`src/rtl/mips_pkg.sv`:
```
// ---------------------------------------------------------------------------
// mips_pkg
// Shared definitions for the pipelined MIPS core:
//   - ALU control codes decoded in EX (add, sub, ..., mult, mfhi, mflo)
//   - mult_state_t, the state set of the iterative multiply sequencer
//   - MULT_WIDTH_DEF, default operand width of the multiply unit
// No ports (package).
// ---------------------------------------------------------------------------
package mips_pkg;

    localparam int MULT_WIDTH_DEF = 32;

    // ALU control codes presented by the decode stage
    localparam logic [3:0] ALU_ADD  = 4'd0;
    localparam logic [3:0] ALU_SUB  = 4'd1;
    localparam logic [3:0] ALU_AND  = 4'd2;
    localparam logic [3:0] ALU_OR   = 4'd3;
    localparam logic [3:0] ALU_SLT  = 4'd4;
    localparam logic [3:0] ALU_MULT = 4'd5;
    localparam logic [3:0] ALU_MFHI = 4'd6;
    localparam logic [3:0] ALU_MFLO = 4'd7;

    typedef enum logic [1:0] {
        MULT_IDLE = 2'd0,
        MULT_RUN  = 2'd1,
        MULT_DONE = 2'd2
    } mult_state_t;

endpackage

```
`src/rtl/mult_shift_add.sv`:
```
// ---------------------------------------------------------------------------
// mult_shift_add
// Datapath of the iterative multiplier: multiplicand / multiplier shift
// registers, 2*WIDTH accumulator and the adder between them.
//   clk       in   core clock
//   rst_n     in   synchronous active-low reset, clears all state
//   load      in   latch operands, clear accumulator
//   step      in   perform one shift-add iteration
//   op_a      in   multiplicand (WIDTH)
//   op_b      in   multiplier   (WIDTH)
//   prod_next out  accumulator value after the current step (2*WIDTH),
//                  sign-corrected when signed multiply is built in
// Build option: SIGNED_MULT_EN -- operands are two's complement; their
// magnitudes are multiplied and the result is negated on the way out.
// ---------------------------------------------------------------------------
module mult_shift_add
    import mips_pkg::*;
#(
    parameter int WIDTH = MULT_WIDTH_DEF
) (
    input  logic                 clk,
    input  logic                 rst_n,
    input  logic                 load,
    input  logic                 step,
    input  logic [WIDTH-1:0]     op_a,
    input  logic [WIDTH-1:0]     op_b,
    output logic [2*WIDTH-1:0]   prod_next
);

    logic [2*WIDTH-1:0] mcand_q, mcand_d;
    logic [2*WIDTH-1:0] acc_q, acc_d;
    logic [WIDTH-1:0]   mplier_q, mplier_d;
    logic [2*WIDTH-1:0] acc_step_s;
    logic [WIDTH-1:0]   a_mag_s, b_mag_s;

`ifdef SIGNED_MULT_EN
    logic neg_q, neg_d;

    function automatic logic [WIDTH-1:0] magnitude(input logic [WIDTH-1:0] v);
        // most-negative value maps onto itself, which is still correct as unsigned
        if (v[WIDTH-1]) begin
            return ~v + WIDTH'(1);
        end else begin
            return v;
        end
    endfunction

    // operand magnitudes for the unsigned core
    always_comb begin
        a_mag_s = magnitude(op_a);
        b_mag_s = magnitude(op_b);
    end

    // result sign is captured together with the operands
    always_comb begin
        if (load) begin
            neg_d = op_a[WIDTH-1] ^ op_b[WIDTH-1];
        end else begin
            neg_d = neg_q;
        end
    end

    // negate the magnitude product when operand signs differ
    always_comb begin
        if (neg_q) begin
            prod_next = ~acc_step_s + (2*WIDTH)'(1);
        end else begin
            prod_next = acc_step_s;
        end
    end

    // result-sign register
    always_ff @(posedge clk) begin
        if (!rst_n) begin
            neg_q <= 1'b0;
        end else begin
            neg_q <= neg_d;
        end
    end
`else
    // unsigned build: operands feed the core directly
    always_comb begin
        a_mag_s   = op_a;
        b_mag_s   = op_b;
        prod_next = acc_step_s;
    end
`endif

    // accumulator value if the current iteration were committed
    always_comb begin
        if (mplier_q[0]) begin
            acc_step_s = acc_q + mcand_q;
        end else begin
            acc_step_s = acc_q;
        end
    end

    // load / step next-state for the shift registers and accumulator
    always_comb begin
        mcand_d  = mcand_q;
        mplier_d = mplier_q;
        acc_d    = acc_q;
        if (load) begin
            mcand_d  = {{WIDTH{1'b0}}, a_mag_s};
            mplier_d = b_mag_s;
            acc_d    = {(2*WIDTH){1'b0}};
        end else if (step) begin
            acc_d    = acc_step_s;
            mcand_d  = {mcand_q[2*WIDTH-2:0], 1'b0};
            mplier_d = {1'b0, mplier_q[WIDTH-1:1]};
        end else begin
            mcand_d  = mcand_q;
            mplier_d = mplier_q;
            acc_d    = acc_q;
        end
    end

    // datapath registers
    always_ff @(posedge clk) begin
        if (!rst_n) begin
            mcand_q  <= {(2*WIDTH){1'b0}};
            mplier_q <= {WIDTH{1'b0}};
            acc_q    <= {(2*WIDTH){1'b0}};
        end else begin
            mcand_q  <= mcand_d;
            mplier_q <= mplier_d;
            acc_q    <= acc_d;
        end
    end

endmodule

```
`src/rtl/mult_hilo_ctrl.sv`:
```
// ---------------------------------------------------------------------------
// mult_hilo_ctrl
// Sequencer for the iterative multiply unit plus the HI/LO register pair.
// A mult issued from EX runs WIDTH shift-add iterations; the product is
// written to {hi,lo} on the RUN->DONE edge. mfhi/mflo reads and new mults
// that would collide with a running multiply stall the front of the pipe.
//   clk      in   core clock, rising edge
//   rst_n    in   synchronous active-low reset
//   start    in   mult issue (one-cycle pulse)
//   op_a     in   multiplicand (WIDTH)
//   op_b     in   multiplier   (WIDTH)
//   rd_hi    in   mfhi in EX
//   rd_lo    in   mflo in EX
//   flush    in   abort in-flight multiply / suppress start
//   busy     out  multiply in progress
//   stall    out  freeze IF/ID/EX
//   done     out  one-cycle pulse, product committed
//   hi, lo   out  HI/LO registers (WIDTH each)
//   rd_data  out  mfhi/mflo read data, rd_hi has priority
// Build option: SIGNED_MULT_EN -- two's-complement multiply (see
// mult_shift_add); latency is the same as the unsigned build.
// ---------------------------------------------------------------------------
module mult_hilo_ctrl
    import mips_pkg::*;
#(
    parameter int WIDTH = MULT_WIDTH_DEF
) (
    input  logic             clk,
    input  logic             rst_n,
    input  logic             start,
    input  logic [WIDTH-1:0] op_a,
    input  logic [WIDTH-1:0] op_b,
    input  logic             rd_hi,
    input  logic             rd_lo,
    input  logic             flush,
    output logic             busy,
    output logic             stall,
    output logic             done,
    output logic [WIDTH-1:0] hi,
    output logic [WIDTH-1:0] lo,
    output logic [WIDTH-1:0] rd_data
);

    localparam int CNT_W = $clog2(WIDTH) + 1;
    localparam logic [CNT_W-1:0] LAST_CNT = CNT_W'(WIDTH - 1);

    localparam logic [1:0] S_IDLE = MULT_IDLE;
    localparam logic [1:0] S_RUN  = MULT_RUN;
    localparam logic [1:0] S_DONE = MULT_DONE;

    logic [1:0]         state_q, state_d;
    logic [CNT_W-1:0]   cnt_q, cnt_d;
    logic [WIDTH-1:0]   hi_q, hi_d, lo_q, lo_d;
    logic               busy_q, busy_d;
    logic               done_q, done_d;
    logic               load_s, step_s;
    logic [2*WIDTH-1:0] prod_next_s;

    mult_shift_add #(.WIDTH(WIDTH)) u_core (
        .clk       (clk),
        .rst_n     (rst_n),
        .load      (load_s),
        .step      (step_s),
        .op_a      (op_a),
        .op_b      (op_b),
        .prod_next (prod_next_s)
    );

    // FSM next state, iteration counter and HI/LO commit
    always_comb begin
        state_d = state_q;
        cnt_d   = cnt_q;
        hi_d    = hi_q;
        lo_d    = lo_q;
        busy_d  = 1'b0;
        done_d  = 1'b0;
        load_s  = 1'b0;
        step_s  = 1'b0;
        case (state_q)
            S_IDLE, S_DONE: begin
                // DONE accepts a new start directly so mults can run back to back
                if (start && !flush) begin
                    load_s  = 1'b1;
                    cnt_d   = {CNT_W{1'b0}};
                    state_d = S_RUN;
                    busy_d  = 1'b1;
                end else begin
                    state_d = S_IDLE;
                end
            end
            S_RUN: begin
                if (flush) begin
                    state_d = S_IDLE;
                    cnt_d   = {CNT_W{1'b0}};
                end else begin
                    step_s = 1'b1;
                    if (cnt_q == LAST_CNT) begin
                        // last iteration: commit the post-step product on this edge
                        state_d = S_DONE;
                        done_d  = 1'b1;
                        cnt_d   = {CNT_W{1'b0}};
                        hi_d    = prod_next_s[2*WIDTH-1:WIDTH];
                        lo_d    = prod_next_s[WIDTH-1:0];
                    end else begin
                        cnt_d  = cnt_q + CNT_W'(1);
                        busy_d = 1'b1;
                    end
                end
            end
            default: begin
                state_d = S_IDLE;
                cnt_d   = {CNT_W{1'b0}};
            end
        endcase
    end

    // control and HI/LO registers
    always_ff @(posedge clk) begin
        if (!rst_n) begin
            state_q <= S_IDLE;
            cnt_q   <= {CNT_W{1'b0}};
            hi_q    <= {WIDTH{1'b0}};
            lo_q    <= {WIDTH{1'b0}};
            busy_q  <= 1'b0;
            done_q  <= 1'b0;
        end else begin
            state_q <= state_d;
            cnt_q   <= cnt_d;
            hi_q    <= hi_d;
            lo_q    <= lo_d;
            busy_q  <= busy_d;
            done_q  <= done_d;
        end
    end

    // read mux; in DONE hi_q/lo_q already hold the fresh product
    always_comb begin
        if (rd_hi) begin
            rd_data = hi_q;
        end else if (rd_lo) begin
            rd_data = lo_q;
        end else begin
            rd_data = {WIDTH{1'b0}};
        end
    end

    // a start seen in RUN is held upstream and re-presented, never queued here
    assign stall = (state_q == S_RUN) & (start | rd_hi | rd_lo);
    assign busy  = busy_q;
    assign done  = done_q;
    assign hi    = hi_q;
    assign lo    = lo_q;

endmodule

```
`config.mk`:
```
export PLATFORM = sky130hd
export DESIGN_NAME = mult_hilo_ctrl
export DESIGN_NICKNAME = d
export VERILOG_FILES = /design/src/rtl/mips_pkg.sv /design/src/rtl/mult_shift_add.sv /design/src/rtl/mult_hilo_ctrl.sv
export SDC_FILE = /design/constraint.sdc
export NUM_CORES = 1
export LEC_CHECK = 0
export BUFFER_PORTS_ARGS = -buffer_cell sky130_fd_sc_hd__buf_2
export CAP_MARGIN = 20
export CORE_MARGIN = 5
export CORE_UTILIZATION = 33
export CTS_BUF_LIST = sky130_fd_sc_hd__clkbuf_8
export CTS_CLUSTER_SIZE = 16
export DETAILED_ROUTE_END_ITERATION = 16
export PLACE_DENSITY_LB_ADDON = 0.08
export SLEW_MARGIN = 10
export SYNTH_ARGS = -nofsm -noshare
export SYNTH_HDL_FRONTEND = slang
export SYNTH_HIERARCHICAL = 1
export SYNTH_SLANG_ARGS = --single-unit
```
`constraint.sdc`:
```
create_clock -name clk -period 3.1 [get_ports clk]
set_input_delay 0.465 -clock clk [delete_from_list [all_inputs] [get_ports clk]]
set_output_delay 0.465 -clock clk [all_outputs]
set_load 0.02 [all_outputs]
```
Yosys cells after proc, flatten, opt, wreduce, memory -nomap -nowiden
Index checks and enable logic that the tools add are counted.
- register bits after elaboration: 234
- input bits: 70
- output and inout port bits: 99
- logic and storage cells: 54
- $add $sub $neg: 2
- equal/unequal tests: 5
- muxes and demuxes: 23
- bitwise gates (word level): 6
- reduce and logical (&&, ||, !) cells: 8
- operators by type and width (kind ; number):
    2-to-1 mux 32 bit ; 6
    adder 64 bit ; 1
    2-to-1 mux 64 bit ; 1
    2-to-1 mux 6 bit ; 3
    one-hot mux 6 bit (2 select lines) ; 1
    2-to-1 mux 1 bit ; 8
    adder 6 x 1 -> 6 bit (second input constant) ; 1
    equality test 6 x 5 -> 1 bit (second input constant) ; 1
    2-to-1 mux 2 bit ; 2
    one-hot mux 2 bit (2 select lines) ; 1
    OR reduction 2 bit ; 2
    != test 3 bit (second input constant) ; 1
    inverter 1 bit ; 3
    AND reduction 3 bit ; 1
    OR reduction 3 bit ; 1
    equality test 2 x 1 -> 1 bit (second input constant) ; 1
    equality test 2 bit (second input constant) ; 1
    logical NOT 2 bit ; 1
    != test 2 bit (second input constant) ; 1
    OR 1 bit ; 2
    one-hot mux 1 bit (2 select lines) ; 1
    nonzero test 2 bit ; 1
    AND 1 bit ; 1
    logical AND 1 bit ; 1
    logical NOT 1 bit ; 1

Logic depth before layout (Yosys ltp)
Gate-level depths: netlist of run 1.
- depth after elaboration: 5
- depth in mapped cells: 13
- depth with buffers taken out: 13

By module
The synthesis of run 1 kept the hierarchy.
- modules (own cells, without submodules) (module ; instances ; cells an instance ; area each (um2) ; sequential area each (um2)):
    mult_shift_add ; 1 ; 1458 ; 11449.7 ; 3203.1
    mult_hilo_ctrl ; 1 ; 438 ; 3224.3 ; 1481.4

Worst setup path before layout of run 1
Ideal clock, no wire load.
- path type: register to register
- start: register u_core.mcand_q[0]
- end: register lo_q[22], in the netlist lo[22]
- library setup time: 123 ps
- arrival time: 2653 ps
- required time: 2977 ps
- slack: 325 ps
- cell stages (with the launch flop): 13
- path buffers: 0
- period minus slack after synthesis: 2775 ps
- cell sequence: dfxtp_1 > ha_1 > fa_1 > a21oi_1 > o211ai_2 > or3b_4 > nand2_1 > a211oi_1 > o21ai_0 > xor2_1 > mux2_2 > nand3_1 > o21ai_0
- word-level cells in the longest chain between the ends: 2
- ends and longest elaborated chain (what ; RTL line ; text):
    start, declared ; mult_shift_add.sv:30 ; logic [2*WIDTH-1:0] mcand_q, mcand_d;
    start signal, assigned ; mult_shift_add.sv:121 ; mcand_q <= {(2*WIDTH){1'b0}};
    start signal, assigned ; mult_shift_add.sv:125 ; mcand_q <= mcand_d;
    adder 64 bit ; mult_shift_add.sv:92 ; acc_step_s = acc_q + mcand_q;
    2-to-1 mux 64 bit ; mult_shift_add.sv:91 ; if (mplier_q[0]) begin
    named net prod_next_s[22] ; mult_hilo_ctrl.sv:57 ; logic [2*WIDTH-1:0] prod_next_s;
    end signal, assigned ; mult_hilo_ctrl.sv:123 ; lo_q <= {WIDTH{1'b0}};
    end signal, assigned ; mult_hilo_ctrl.sv:130 ; lo_q <= lo_d;
    end, declared ; mult_hilo_ctrl.sv:53 ; logic [WIDTH-1:0] hi_q, hi_d, lo_q, lo_d;
The timed path passes the listed nets, and every way through them passes these cells.
A chain may end at the register's enable or synchronous reset.

Worst setup path after layout of run 1
- start: register u_core.mcand_q[22]
- end: register hi_q[28], in the netlist hi[28]
- word-level cells in the longest chain between the ends: 2
- ends and longest elaborated chain (what ; RTL line ; text):
    adder 64 bit ; mult_shift_add.sv:92 ;
    2-to-1 mux 64 bit ; mult_shift_add.sv:91 ;
    named net prod_next_s[60] ; mult_hilo_ctrl.sv:57 ;
    end signal, assigned ; mult_hilo_ctrl.sv:122 ; hi_q <= {WIDTH{1'b0}};
    end signal, assigned ; mult_hilo_ctrl.sv:129 ; hi_q <= hi_d;
    end, declared ; mult_hilo_ctrl.sv:53 ;
The timed path passes the listed nets, and every way through them passes these cells.

==> results.toml, run 1 <==
[status]
status = "finished clean"

[placement]
dp.cells = 2645
hpwl_mm = 39.4
numPortBuffers = 168
dpl_worst_slack_ns = -0.208
gp_congestion = 0.905

[route]
num_vias = 14300
wl_mm = 53.6
ant_nets = 0
viasPerCell = 5.21
drcViolationCount = 0
drt_iter0_markers = 869
wire_per_inst_um = 19.6
dr.pass1.iters = 5

[synth]
ys_seq_elements = 234
synth_compound_area_share_pct = 20.7
syn_area_mm2 = 0.0147
synthAdderAreaFrac_pct = 5.59
synth_cell_type_count = 81
synth_area_leader_cell = "dfxtp_1"
synth_edf_count = 0
synth-simple-area-share_pct = 22.9
synth_top_family_by_area = "simple AND/OR/NAND/NOR gates"
post_synth_xor_area_fraction_pct = 2.92
synth_nets = 2031
avgSynthCellArea_um2 = 7.74
ys.flop_type = "dfxtp_1"
yosysSeqAreaShare_pct = 31.9
synth_area_leaders = "dfxtp_1 (32%), nand2_1 (7.9%), mux2i_1 (7.7%)"
synthArstFlopShare_pct = 0
yosysWarnings = 6
yosysTopAreaCellShare_pct = 31.9
synthCells = 1896
synth.mux.area_fraction_pct = 11.1

[grt]
grt_pass1_wl_mm = 82.7
antenna_found_initial = 2
grt_overflow = 0
grt_max_degree = 166
first_global_vias = 14100
track_usage_pct = 21.0

[critical_path]
worstSetupStartpointType = "flip-flop"
r2r_start = "u_core/mcand_q[22]"
arrival_ns = 3.51
path_class = "reg2reg"
cp.required_ns = 3.60
ff2ff_path_depth = 16
endpoint_kind = "flip-flop"
crit_fanout = 4
reg2reg_to = "hi[28]"
rrSetupSlack_ns = 0.09

[floorplanning]
die_area_mm2 = 0.0488
rows = 77
fp.dieW_um = 221
ios = 169
die_h_um = 221
initial_core_util_pct = 33.3
coreArea_mm2 = 0.0441

[layout]
fin_util_pct = 41.8
drive_gt1_share_pct = 25.5
nets = 2245
fin_cells = 2735
synthToLayoutAreaGrowth_pct = 25.7
fillers = 4684
insertedDiodeCount = 0

[power_and_ir_drop]
power.share.clock_pct = 47.2
pwr_density_cell_mw_per_mm2 = 375
design_power_total_mw = 6.91
peakVddDrop_v = 0.000249
seqPwrFrac_pct = 44.8
p_leak_nw = 7.32
power.net_switching_mw = 1.82
p_int_mw = 5.09
p_sw_share_pct = 26.4
comb_power_share_pct = 8.0

[timing]
tns_ns = 0
maxSlewHeadroom_pct = 41.3
worst_pin_slew_ns = 0.880
finClkSkew_ns = 0.0302
fin_crit_ns = 3.01
clock.fmax_ghz = 0.332
setup_slack_ns = 0.0887
fin_crit_sh_pct = 97.1
setup_viol = 0
hold_viol = 0
grt_setup_unrepaired = "yes"
finalMaxSlewViolations = 0

[clock_network]
clk_path_buf_depth = 3
cts_tree = "built"
root_buffer = "clkbuf_8"
clk_pin_slew_ns = 0.06
cts_buffers = 45
clock_sinks = 234
h-tree-depth = 2
postCtsHoldBufs = 0
clk_latency_ns = 0.64

[job]
drv_cap = 0

[worst_hold_path]
hold_depth = 3
hp-start = "op_a[0]"
hold_path_class = "in2reg"
min_to = "u_core/mcand_q[0]"
-- area by class of cell --
class	count	area [um2]	share of cell area, %
tap	592	741	4.02
clock inverter	24	171	0.929
sequential	234	4720	25.6
inverter	27	106	0.577
multi-input combinational	1493	9940	53.9
clock buffer	56	771	4.18
timing repair buffer	309	2000	10.8
-- cell families after synthesis --
kind of cell | after synthesis
compound gates | 497
xor+xnor | 49
fa+ha+maj | 65
buf+inv | 169
flops | 234
mux | 157
simple gates | 725
-- per-stage QoR --
| stage | hold slack [ns] | cell area [um2] |
|---|---|---|
| finish | 0.0977 | 18400 |
| global placement | 0.458 | 16700 |
| global route | 0.0571 | 18400 |
| CTS | 0.0371 | 18000 |
| detailed placement | 0.470 | 16700 |
| floorplan | 0.448 | 14700 |
-- critical path: stages (launching register included) --
cell	delay [ns]
dfxtp_1	0.40
ha_4	0.24
buf_4	0.16
nand2_2	0.13
o21ai_0	0.13
a41oi_2	0.24
o31ai_4	0.12
buf_4	0.15
o21ai_1	0.12
buf_4	0.17
a21oi_2	0.06
buf_4	0.15
o21ai_1	0.23
nand3_1	0.15
a31o_2	0.27
nand3_1	0.06
o21ai_0	0.09
-- cells in the final DEF, fill, tap and decap left out, types with 21 or more instances in the layout --
master,instances
xor2_1,24
o21ai_1,24
and2_1,69
nor2_1,124
nand2_1,306
mux2_2,44
mux2i_1,113
a21oi_1,103
xnor2_1,25
buf_4,132
buf_2,167
ha_4,24
dfxtp_1,216
nand4_1,31
inv_1,40
o21a_1,21
ha_1,39
clkbuf_8,56
nand3_1,85
o21ai_0,196
-- per-layer routing --
metal | track usage [%] | vias up | part of all wire, %
met2 | 34.7 | 301 | 46
li1 | - | 7145 | -
met3 | 3.33 | 76 | 4.2
met4 | 5.42 | 0 | 2.3
met5 | 0 | - | 0
met1 | 28.7 | 6732 | 47
-- timing repair --
action	CTS	global route
buffers inserted	2	8
resized for setup	55	87
setup endpoints to repair	20	32
pin swaps	12	42
-- worst max path at each step --
stage	startpoint	end	slack (ns)	cells past startpoint
3_3_place_gp	u_core/mcand_q[18]	hi[24]	-0.18	15
4_1_cts	u_core/mcand_q[12]	hi[27]	0.0004	13
3_5_place_dp	u_core/mcand_q[18]	hi[24]	-0.21	15
6_report	u_core/mcand_q[22]	hi[28]	0.09	16
5_1_grt	u_core/mcand_q[22]	hi[24]	-0.08	15
2_1_floorplan	u_core/mcand_q[0]	lo[22]	0.32	12
-- power groups by stage --
| stage | combinational (mW) | clock [mW] | sequential [mW] |
|---|---|---|---|
| after floorplan | 0.327 | 0 | 3.14 |
| after global placement | 0.532 | 0 | 3.16 |
| after detailed placement | 0.533 | 0 | 3.16 |
| after CTS | 0.544 | 3.40 | 3.09 |
| after global routing | 0.612 | 3.53 | 3.10 |
| final | 0.555 | 3.26 | 3.10 |
-- state kept, by name (all words and copies together), names as in the netlist --
name and flops:
u_core/mcand_q 64, u_core/acc_q 64, cnt_q 6, busy 1
state_q 2, hi 32, u_core/mplier_q 32, done 1
lo 32
-- synthesized netlist by cell type (23+ instances only) --
master and count:
dfxtp_1 234, ha_1 64, xnor2_1 25, nand3_1 85, nand2_1 309, and2_1 69
nor2_1 132, a21oi_1 119, mux2_2 44, mux2i_1 113, o21ai_0 207, xor2_1 24
nor3_1 23, nand4_1 31, clkbuf_1 106, inv_1 27
(Power assumes the default switching activity.)
==> run 2: changes to the inputs <==
HOLD_SLACK_MARGIN = 0.12   (was default)
==> run 2 against run 1 <==
Cell count is 2.2% higher. Die area did not move. Largest cell class unchanged. Highest routed layer unchanged. Hold slack gained 0.073 ns. Combinational power rose by 10%. Fmax shrank 0.64%.
==> results.toml, run 2 (synthesis gave the netlist of run 1 again) <==
[power_and_ir_drop]
p_leak_nw = 7.56
peakVddDrop_v = 0.000249
design_power_total_mw = 6.97
pwr_density_cell_mw_per_mm2 = 366

[timing]
hold_viol = 0
finalMaxSlewViolations = 0
worst_pin_slew_ns = 0.866
grt_setup_unrepaired = "yes"
finClkSkew_ns = 0.0303
fin_crit_sh_pct = 97.8
clock.fmax_ghz = 0.330
setup_viol = 0
maxSlewHeadroom_pct = 42.3
fin_crit_ns = 3.03

[grt]
grt_max_degree = 166
track_usage_pct = 21.2
grt_pass1_wl_mm = 83.7
grt_overflow = 0
antenna_found_initial = 2
first_global_vias = 14400

[placement]
hpwl_mm = 39.4
dp.cells = 2645
numPortBuffers = 168
gp_congestion = 0.905

[layout]
fillers = 4624
fin_util_pct = 43.1
drive_gt1_share_pct = 24.8
insertedDiodeCount = 0
fin_cells = 2794
layout_commonest_cell = "nand2_1"
synthToLayoutAreaGrowth_pct = 29.7
reg_top3 = "u_core/acc_q x64, u_core/mcand_q x64"
nets = 2304
mostFrequentLayoutCells = "nand2_1 (306), dfxtp_1 (216), o21ai_0 (196)"

[status]
status = "finished clean"

[clock_network]
cts_tree = "built"
clk_path_buf_depth = 3
clk_latency_ns = 0.64
h-tree-depth = 2
cts_buffers = 45
clk_pin_slew_ns = 0.06
clock_sinks = 234
root_buffer = "clkbuf_8"

[critical_path]
endpoint_kind = "flip-flop"
path_class = "reg2reg"
crit_start = "u_core/mcand_q[22]"
ff2ff_path_depth = 16
worstSetupStartpointType = "flip-flop"
r2r_start = "u_core/mcand_q[22]"
cp.required_ns = 3.60
arrival_ns = 3.53
crit_fanout = 4

[worst_hold_path]
hold_path_class = "in2reg"
hp-start = "op_b[30]"
hold_depth = 4

[route]
wire_per_inst_um = 19.3
viasPerCell = 5.18
drt_iter0_markers = 870
drcViolationCount = 0
ant_nets = 0
dr.pass1.iters = 5
wl_mm = 54.0
num_vias = 14500

[floorplanning]
die_area_mm2 = 0.0488
die_h_um = 221
rows = 77
coreArea_mm2 = 0.0441
fp.dieW_um = 221
initial_core_util_pct = 33.3
ios = 169

[job]
drv_cap = 0
run 2: changes by cell type in the layout (fill, tap and decap cells not counted):
cell           change
o311ai_0           +1
o311ai_1           -1
dlygate4sd3_1     +59
run 2: metrics by stage:
| step | hold slack [ns] | cell area (um2) | worst slack [ns] | setup TNS, ns |
|---|---|---|---|---|
| detailed placement | 0.470 | 16700 | -0.208 | -0.969 |
| finish | 0.171 | 19000 | 0.0694 | 0 |
| floorplan | 0.448 | 14700 | 0.325 | 0 |
| global route | 0.134 | 19000 | -0.0763 | -0.372 |
| CTS | 0.121 | 18600 | 0.000450 | 0 |
| global placement | 0.458 | 16700 | -0.181 | -0.723 |
run 2: path summary, 6_finish.rpt:
kind | to | slack, ns
max | hi[28] | 0.07
min | u_core/mplier_q[30] | 0.17
min reg2reg | u_core/acc_q[33] | 0.48
max reg2reg | hi[28] | 0.07
run 2: layout make-up:
| class | count | area (um2) | area share, % |
|---|---|---|---|
| multi-input combinational | 1493 | 9940 | 52.2 |
| clock buffer | 56 | 771 | 4.05 |
| clock inverter | 24 | 171 | 0.900 |
| inverter | 27 | 106 | 0.559 |
| sequential | 234 | 4720 | 24.8 |
| tap | 592 | 741 | 3.89 |
| timing repair buffer | 368 | 2590 | 13.6 |
run 2: timing repair:
item                                   CTS  global route
hold buffers                            59             0
setup endpoints to repair               20            32
setup buffers                            2             8
endpoints found under the hold margin   59             0
pin swaps                               12            42
resized for setup                       55            86
run 2: power by group:
group | total [mW] | internal [mW] | switching [mW]
registers | 3.10 | 3.05 | 0.0434
logic | 0.613 | 0.279 | 0.334
clock network | 3.26 | 1.81 | 1.45
total | 6.97 | 5.14 | 1.83
run 2: worst max-delay path, stage by stage, from the launching register on:
cell	delay, ns
dfxtp_1	0.40
ha_4	0.24
buf_4	0.16
nand2_2	0.13
o21ai_0	0.14
a41oi_2	0.25
o31ai_4	0.12
buf_4	0.15
o21ai_1	0.12
buf_4	0.16
a21oi_2	0.06
buf_4	0.15
o21ai_1	0.23
nand3_1	0.15
a31o_2	0.27
nand3_1	0.06
o21ai_0	0.09
run 2: per-layer routing:
metal | vias up | routed length, um | global-route usage [%]
met5 | - | 0 | 0
met4 | 0 | 1320 | 5.72
met3 | 82 | 2380 | 3.31
met2 | 320 | 25100 | 35.2
met1 | 6809 | 25200 | 28.8
li1 | 7266 | - | -
